[config.mk]
export PLATFORM = sky130hd
export DESIGN_NAME = m_multicycle_ctrl
export DESIGN_NICKNAME = d
export VERILOG_FILES = /design/src/rtl/m_multicycle_ctrl.sv
export SDC_FILE = /design/constraint.sdc
export NUM_CORES = 1
export LEC_CHECK = 0
export ABC_CLOCK_PERIOD_IN_PS = 3200
export CORE_MARGIN = 3
export CORE_UTILIZATION = 45
export DETAILED_ROUTE_END_ITERATION = 7
export PLACE_DENSITY_LB_ADDON = 0.25
export SYNTH_ARGS = -nofsm -noshare
export SYNTH_HDL_FRONTEND = slang
export SYNTH_SLANG_ARGS = --single-unit
export TNS_END_PERCENT = 20
[constraint.sdc]
create_clock -name w_clk -period 3.2 [get_ports w_clk]
set_input_delay 0.96 -clock w_clk [delete_from_list [all_inputs] [get_ports w_clk]]
set_output_delay 0.96 -clock w_clk [all_outputs]
set_load 0.05 [all_outputs]
[src/rtl/m_multicycle_ctrl.sv]
// m_multicycle_ctrl: multi-cycle sequencer for the RV32I core.
// Steps each instruction through IF/ID/EX/MEM/WB and shares one memory port
// between instruction fetch and load/store. It drives the datapath enables and
// selects, and keeps a wrapping count of retired instructions.
module m_multicycle_ctrl #(
    parameter int RETW = 32
) (
    input  logic            w_clk,
    input  logic            w_rst,
    input  logic            w_run,
    input  logic            w_mem_rdy,
    input  logic            w_r,
    input  logic            w_i,
    input  logic            w_s,
    input  logic            w_b,
    input  logic            w_u,
    input  logic            w_j,
    input  logic            w_ld,
    input  logic            w_taken,
    output logic            w_mem_req,
    output logic            w_mem_we,
    output logic            w_iord,
    output logic            w_ir_we,
    output logic            w_pc_we,
    output logic            w_pc_sel,
    output logic            w_alu_src,
    output logic            w_rf_we,
    output logic [1:0]      w_wb_sel,
    output logic [2:0]      w_state,
    output logic [RETW-1:0] w_retired
);

    typedef enum logic [2:0] {
        S_IF   = 3'd0,
        S_ID   = 3'd1,
        S_EX   = 3'd2,
        S_MEM  = 3'd3,
        S_WB   = 3'd4,
        S_HALT = 3'd5
    } state_t;

    state_t          r_state;
    state_t          w_nstate;
    logic            r_pend;
    logic            w_npend;
    logic [RETW-1:0] r_retired;
    logic            w_retire;

    // Priority-resolved instruction class: load, store, branch, jump, then the rest.
    logic w_is_ld;
    logic w_is_st;
    logic w_is_br;
    logic w_is_j;
    logic w_legal;

    assign w_is_ld = w_ld;
    assign w_is_st = ~w_ld & w_s;
    assign w_is_br = ~w_ld & ~w_s & w_b;
    assign w_is_j  = ~w_ld & ~w_s & ~w_b & w_j;
    assign w_legal = w_r | w_i | w_s | w_b | w_u | w_j | w_ld;

    assign w_state   = r_state;
    assign w_retired = r_retired;

    // State, pending-fetch flag and retired counter; reset overrides every transition.
    always_ff @(posedge w_clk) begin
        if (w_rst) begin
            r_state   <= S_IF;
            r_pend    <= 1'b0;
            r_retired <= '0;
        end else begin
            r_state <= w_nstate;
            r_pend  <= w_npend;
            if (w_retire) begin
                r_retired <= r_retired + RETW'(1);
            end
        end
    end

    // Next-state and strobe decode; anything not driven in a state stays 0.
    always_comb begin
        w_nstate  = r_state;
        w_npend   = r_pend;
        w_mem_req = 1'b0;
        w_mem_we  = 1'b0;
        w_iord    = 1'b0;
        w_ir_we   = 1'b0;
        w_pc_we   = 1'b0;
        w_pc_sel  = 1'b0;
        w_alu_src = 1'b0;
        w_rf_we   = 1'b0;
        w_wb_sel  = 2'b00;
        w_retire  = 1'b0;

        case (r_state)
            S_IF: begin
                // A started fetch is held through memory wait even if w_run drops.
                if (w_run || r_pend) begin
                    w_mem_req = 1'b1;
                    if (w_mem_rdy) begin
                        w_ir_we  = 1'b1;
                        w_npend  = 1'b0;
                        w_nstate = S_ID;
                    end else begin
                        w_npend = 1'b1;
                    end
                end
            end

            S_ID: begin
                w_nstate = w_legal ? S_EX : S_HALT;
            end

            S_EX: begin
                w_alu_src = ~(w_r | w_b);
                if (w_is_ld || w_is_st) begin
                    w_nstate = S_MEM;
                end else if (w_is_br) begin
                    w_pc_we  = 1'b1;
                    w_pc_sel = w_taken;
                    w_retire = 1'b1;
                    w_nstate = S_IF;
                end else begin
                    w_nstate = S_WB;
                end
            end

            S_MEM: begin
                w_mem_req = 1'b1;
                w_iord    = 1'b1;
                w_mem_we  = w_is_st;
                w_alu_src = 1'b1;
                if (w_mem_rdy) begin
                    if (w_is_st) begin
                        w_pc_we  = 1'b1;
                        w_retire = 1'b1;
                        w_nstate = S_IF;
                    end else begin
                        w_nstate = S_WB;
                    end
                end
            end

            S_WB: begin
                w_rf_we  = 1'b1;
                w_pc_we  = 1'b1;
                w_pc_sel = w_is_j;
                if (w_is_ld) begin
                    w_wb_sel = 2'b01;
                end else if (w_is_j) begin
                    w_wb_sel = 2'b10;
                end else begin
                    w_wb_sel = 2'b00;
                end
                w_retire = 1'b1;
                w_nstate = S_IF;
            end

            S_HALT: begin
                w_nstate = S_HALT;
            end

            default: begin
                w_nstate = S_IF;
            end
        endcase
    end

endmodule

==> run_results.csv <==
group,metric,value,unit
clocking,clkTransAtPathRegs,80,ps
logic_synthesis,ys_seq_area_share,34.9,%
detailed_routing,drt-initial-drc-count,136,
clocking,clock-root-buffer,"clkbuf_8",
floorplan,chipHeight,73.8,um
logic_synthesis,synth_seq_cells,36,
logic_synthesis,yosysTopAreaCell,"dfxtp_1",
detailed_routing,drt-pass1-iter-count,4,
clocking,clock_path_buffers,2,
timing,fmax,317,MHz
grt,grt_antenna_before_repair,0,
floorplan,num_rows,24,
power_and_ir_drop,finalPower,1.12,mW
placed_design,place_hpwl,3630,um
grt,met1_usage,28.6,%
timing,fin_crit,3160,ps
grt,gr-usage-met2,31.1,%
detailed_routing,viasPerCell,5.68,
critical_path,worstPathRequired,2240,ps
power_and_ir_drop,peakVddDrop,199,uV
critical_path,crit_chain,"clkdlybuf4s50_1, buf_4, and4b_1, a31o_2, buf_6",
logic_synthesis,synth_area,2070,sq um
placed_design,io_buffers,56,
grt,grtUsageMet3,3.28,%
timing,tns,0,ps
timing,fin_hold_ws,519,ps
clocking,cts_hold_buffers,0,
timing,period_share,98.7,%
logic_synthesis,synthArstFlopShare,0,%
clocking,h-tree-depth,2,
critical_path,crit_family,"buffers and inverters",
critical_path,worst-path-max-fanout,4,
logic_synthesis,synth_area_leaders,"dfxtp_1 (35%), xnor2_1 (8.9%), a2111oi_2 (7.3%)",
timing,tightest_slew,710,ps
critical_path,cpMaxStageDelayCell,"clkdlybuf4s50_1",
critical_path,cp-end-kind,"output port",
timing,slew_viol_final,0,
detailed_routing,drt-total-wl,5230,um
detailed_routing,via_count,1984,
layout,antenna_cells,0,
logic_synthesis,avgSynthCellArea,8.83,sq um
status,status,"finished, final reports clean",
floorplan,dieArea,5440,sq um
layout,nets,309,
detailed_routing,wl_per_cell,15.0,um
timing,hold_violations,0,
logic_synthesis,synth_ff_type,"dfxtp_1",
logic_synthesis,yosysMostFrequentCell,"dfxtp_1",
critical_path,crit_path_start_kind,"input port",
detailed_routing,ant_nets,0,
layout,syn_to_final_growth,41.7,%
logic_synthesis,synth.top_cell.area_share,34.9,%
worst_hold_path,min_path_type,"flop to flop",
grt,grt_max_degree,23,
timing,worst_slew_margin_rel,52.5,%
floorplan,core,4380,sq um
layout,layout-drive-gt1-share,18.5,%
placed_design,place.gp.congestion,0.923,
timing,fin_skew,9.13,ps
grt,grt_usage,20.2,%
power_and_ir_drop,power_density,383,nW/um^2
grt,top_usage_layer,"met2",
timing,setup_violations,0,
floorplan,die_w,73.8,um
detailed_routing,drc,0,
power_and_ir_drop,leakagePower,0.962,nW
logic_synthesis,ys_types,47,
clocking,numClockSinks,36,
floorplan,initial_utilization,47.1,%
grt,grt_pass1_vias,1841,
critical_path,path_buf_inv,3,
clocking,post-cts-setup-buffer-count,0,
logic_synthesis,synth-edff-count,0,
clocking,cts_tree,"done",
logic_synthesis,ys_warn_count,0,
critical_path,max_stage_delay,520,ps
critical_path,arrival,2200,ps
floorplan,io_pins,57,
clocking,insertion_delay,290,ps
placed_design,dpl_cell_area,2790,sq um
layout,final_area,2930,sq um
run,max_cap_viol_count,0,
grt,grt_pass1_wl,8740,um
logic_synthesis,synth_commonest_cells,"dfxtp_1 (36), nor2_1 (29), xnor2_1 (21)",
logic_synthesis,syn_nets,247,
clocking,cts_buffers,5,
critical_path,worstSetupPathType,"input port to output port",
layout,postLayoutCoreUtil,66.8,%
logic_synthesis,syn_inst,234,
grt,grt_overflow_total,0,
## worst min-delay path, delay by kind of cell, from the launching register on
kind	cells	cell delay, ps
AO/OA/AOI/OAI	2	140
flip-flops	1	330
## flip-flops by register name, indices dropped and copies added, names as in the netlist
register	cells
w_state	3
w_retired	32
r_pend	1
## report_power, final
part           internal, mW  switching [mW]  total (mW)
Clock                 0.231           0.170       0.402
Combinational         0.101           0.147       0.249
Sequential            0.458          0.0152       0.473
## routing by layer
metal / share of wire [%] / up-vias
li1: - / 979
met3: 5.2 / 4
met4: 0.88 / 0
met2: 47 / 62
met5: 0 / -
met1: 47 / 939
## metrics by stage
stage	instances	worst slack, ps
after global placement	341	-75.5
after global routing	349	-8.32
after floorplan	234	-219
final	349	40.7
after CTS	349	4.56
after detailed placement	341	-87.0
## what timing repair did
action                                  CTS  global route
endpoints found under the setup margin    2             3
gates resized for setup                   3             5
gates cloned                              0             0
pin swaps                                 0             1
## cells by family after synthesis
logic type / count (synthesis) / synth area share, %
XOR/XNOR: 23 / 9.75
adder cells (fa/ha/maj): 1 / 0.605
flip-flops: 36 / 34.9
buffers and inverters: 24 / 5.08
AND/OR/NAND/NOR: 91 / 23.3
AO/OA/AOI/OAI: 58 / 25.8
multiplexers: 1 / 0.545
## final timing paths
check                                   from             to  slack [ps]  cells past startpoint
worst max-delay path                     w_b       w_pc_sel          40                      5
worst min-delay path            w_retired[6]   w_retired[6]         520                      2
worst max register to register    w_state[1]  w_retired[22]        1080                      7
worst min register to register  w_retired[6]   w_retired[6]         520                      2
## layout by cell type (no fill, tap or decap), types with 2 or more instances in the layout
cell	Yosys	layout
nor3_1	2	2
or4_1	3	3
nand3_1	16	16
nand4_1	2	2
a21oi_1	17	17
o31ai_1	3	3
clkdlybuf4s50_1	0	45
buf_4	0	17
nand3b_1	2	2
or3_1	4	4
o21ai_0	8	8
buf_12	0	6
clkbuf_8	0	5
nor2_1	29	28
inv_1	8	8
a2111oi_4	3	3
dfxtp_1	36	35
and3_1	5	5
nor2b_1	2	2
nand2b_1	2	2
xnor2_1	21	21
a2111oi_2	10	10
a211oi_1	5	5
o21a_1	2	2
nand2_1	11	10
and4_1	5	5
xor2_1	2	2
## area by class of cell
class | instances | area (sq um)
timing repair buffer | 71 | 731
multi-input combinational | 174 | 1270
tap | 52 | 65.1
sequential | 36 | 722
inverter | 8 | 30.0
clock buffer | 6 | 72.6
clock inverter | 2 | 35.0
fill | 360 | 1460
No activity file was read; power rests on OpenSTA's default activity.
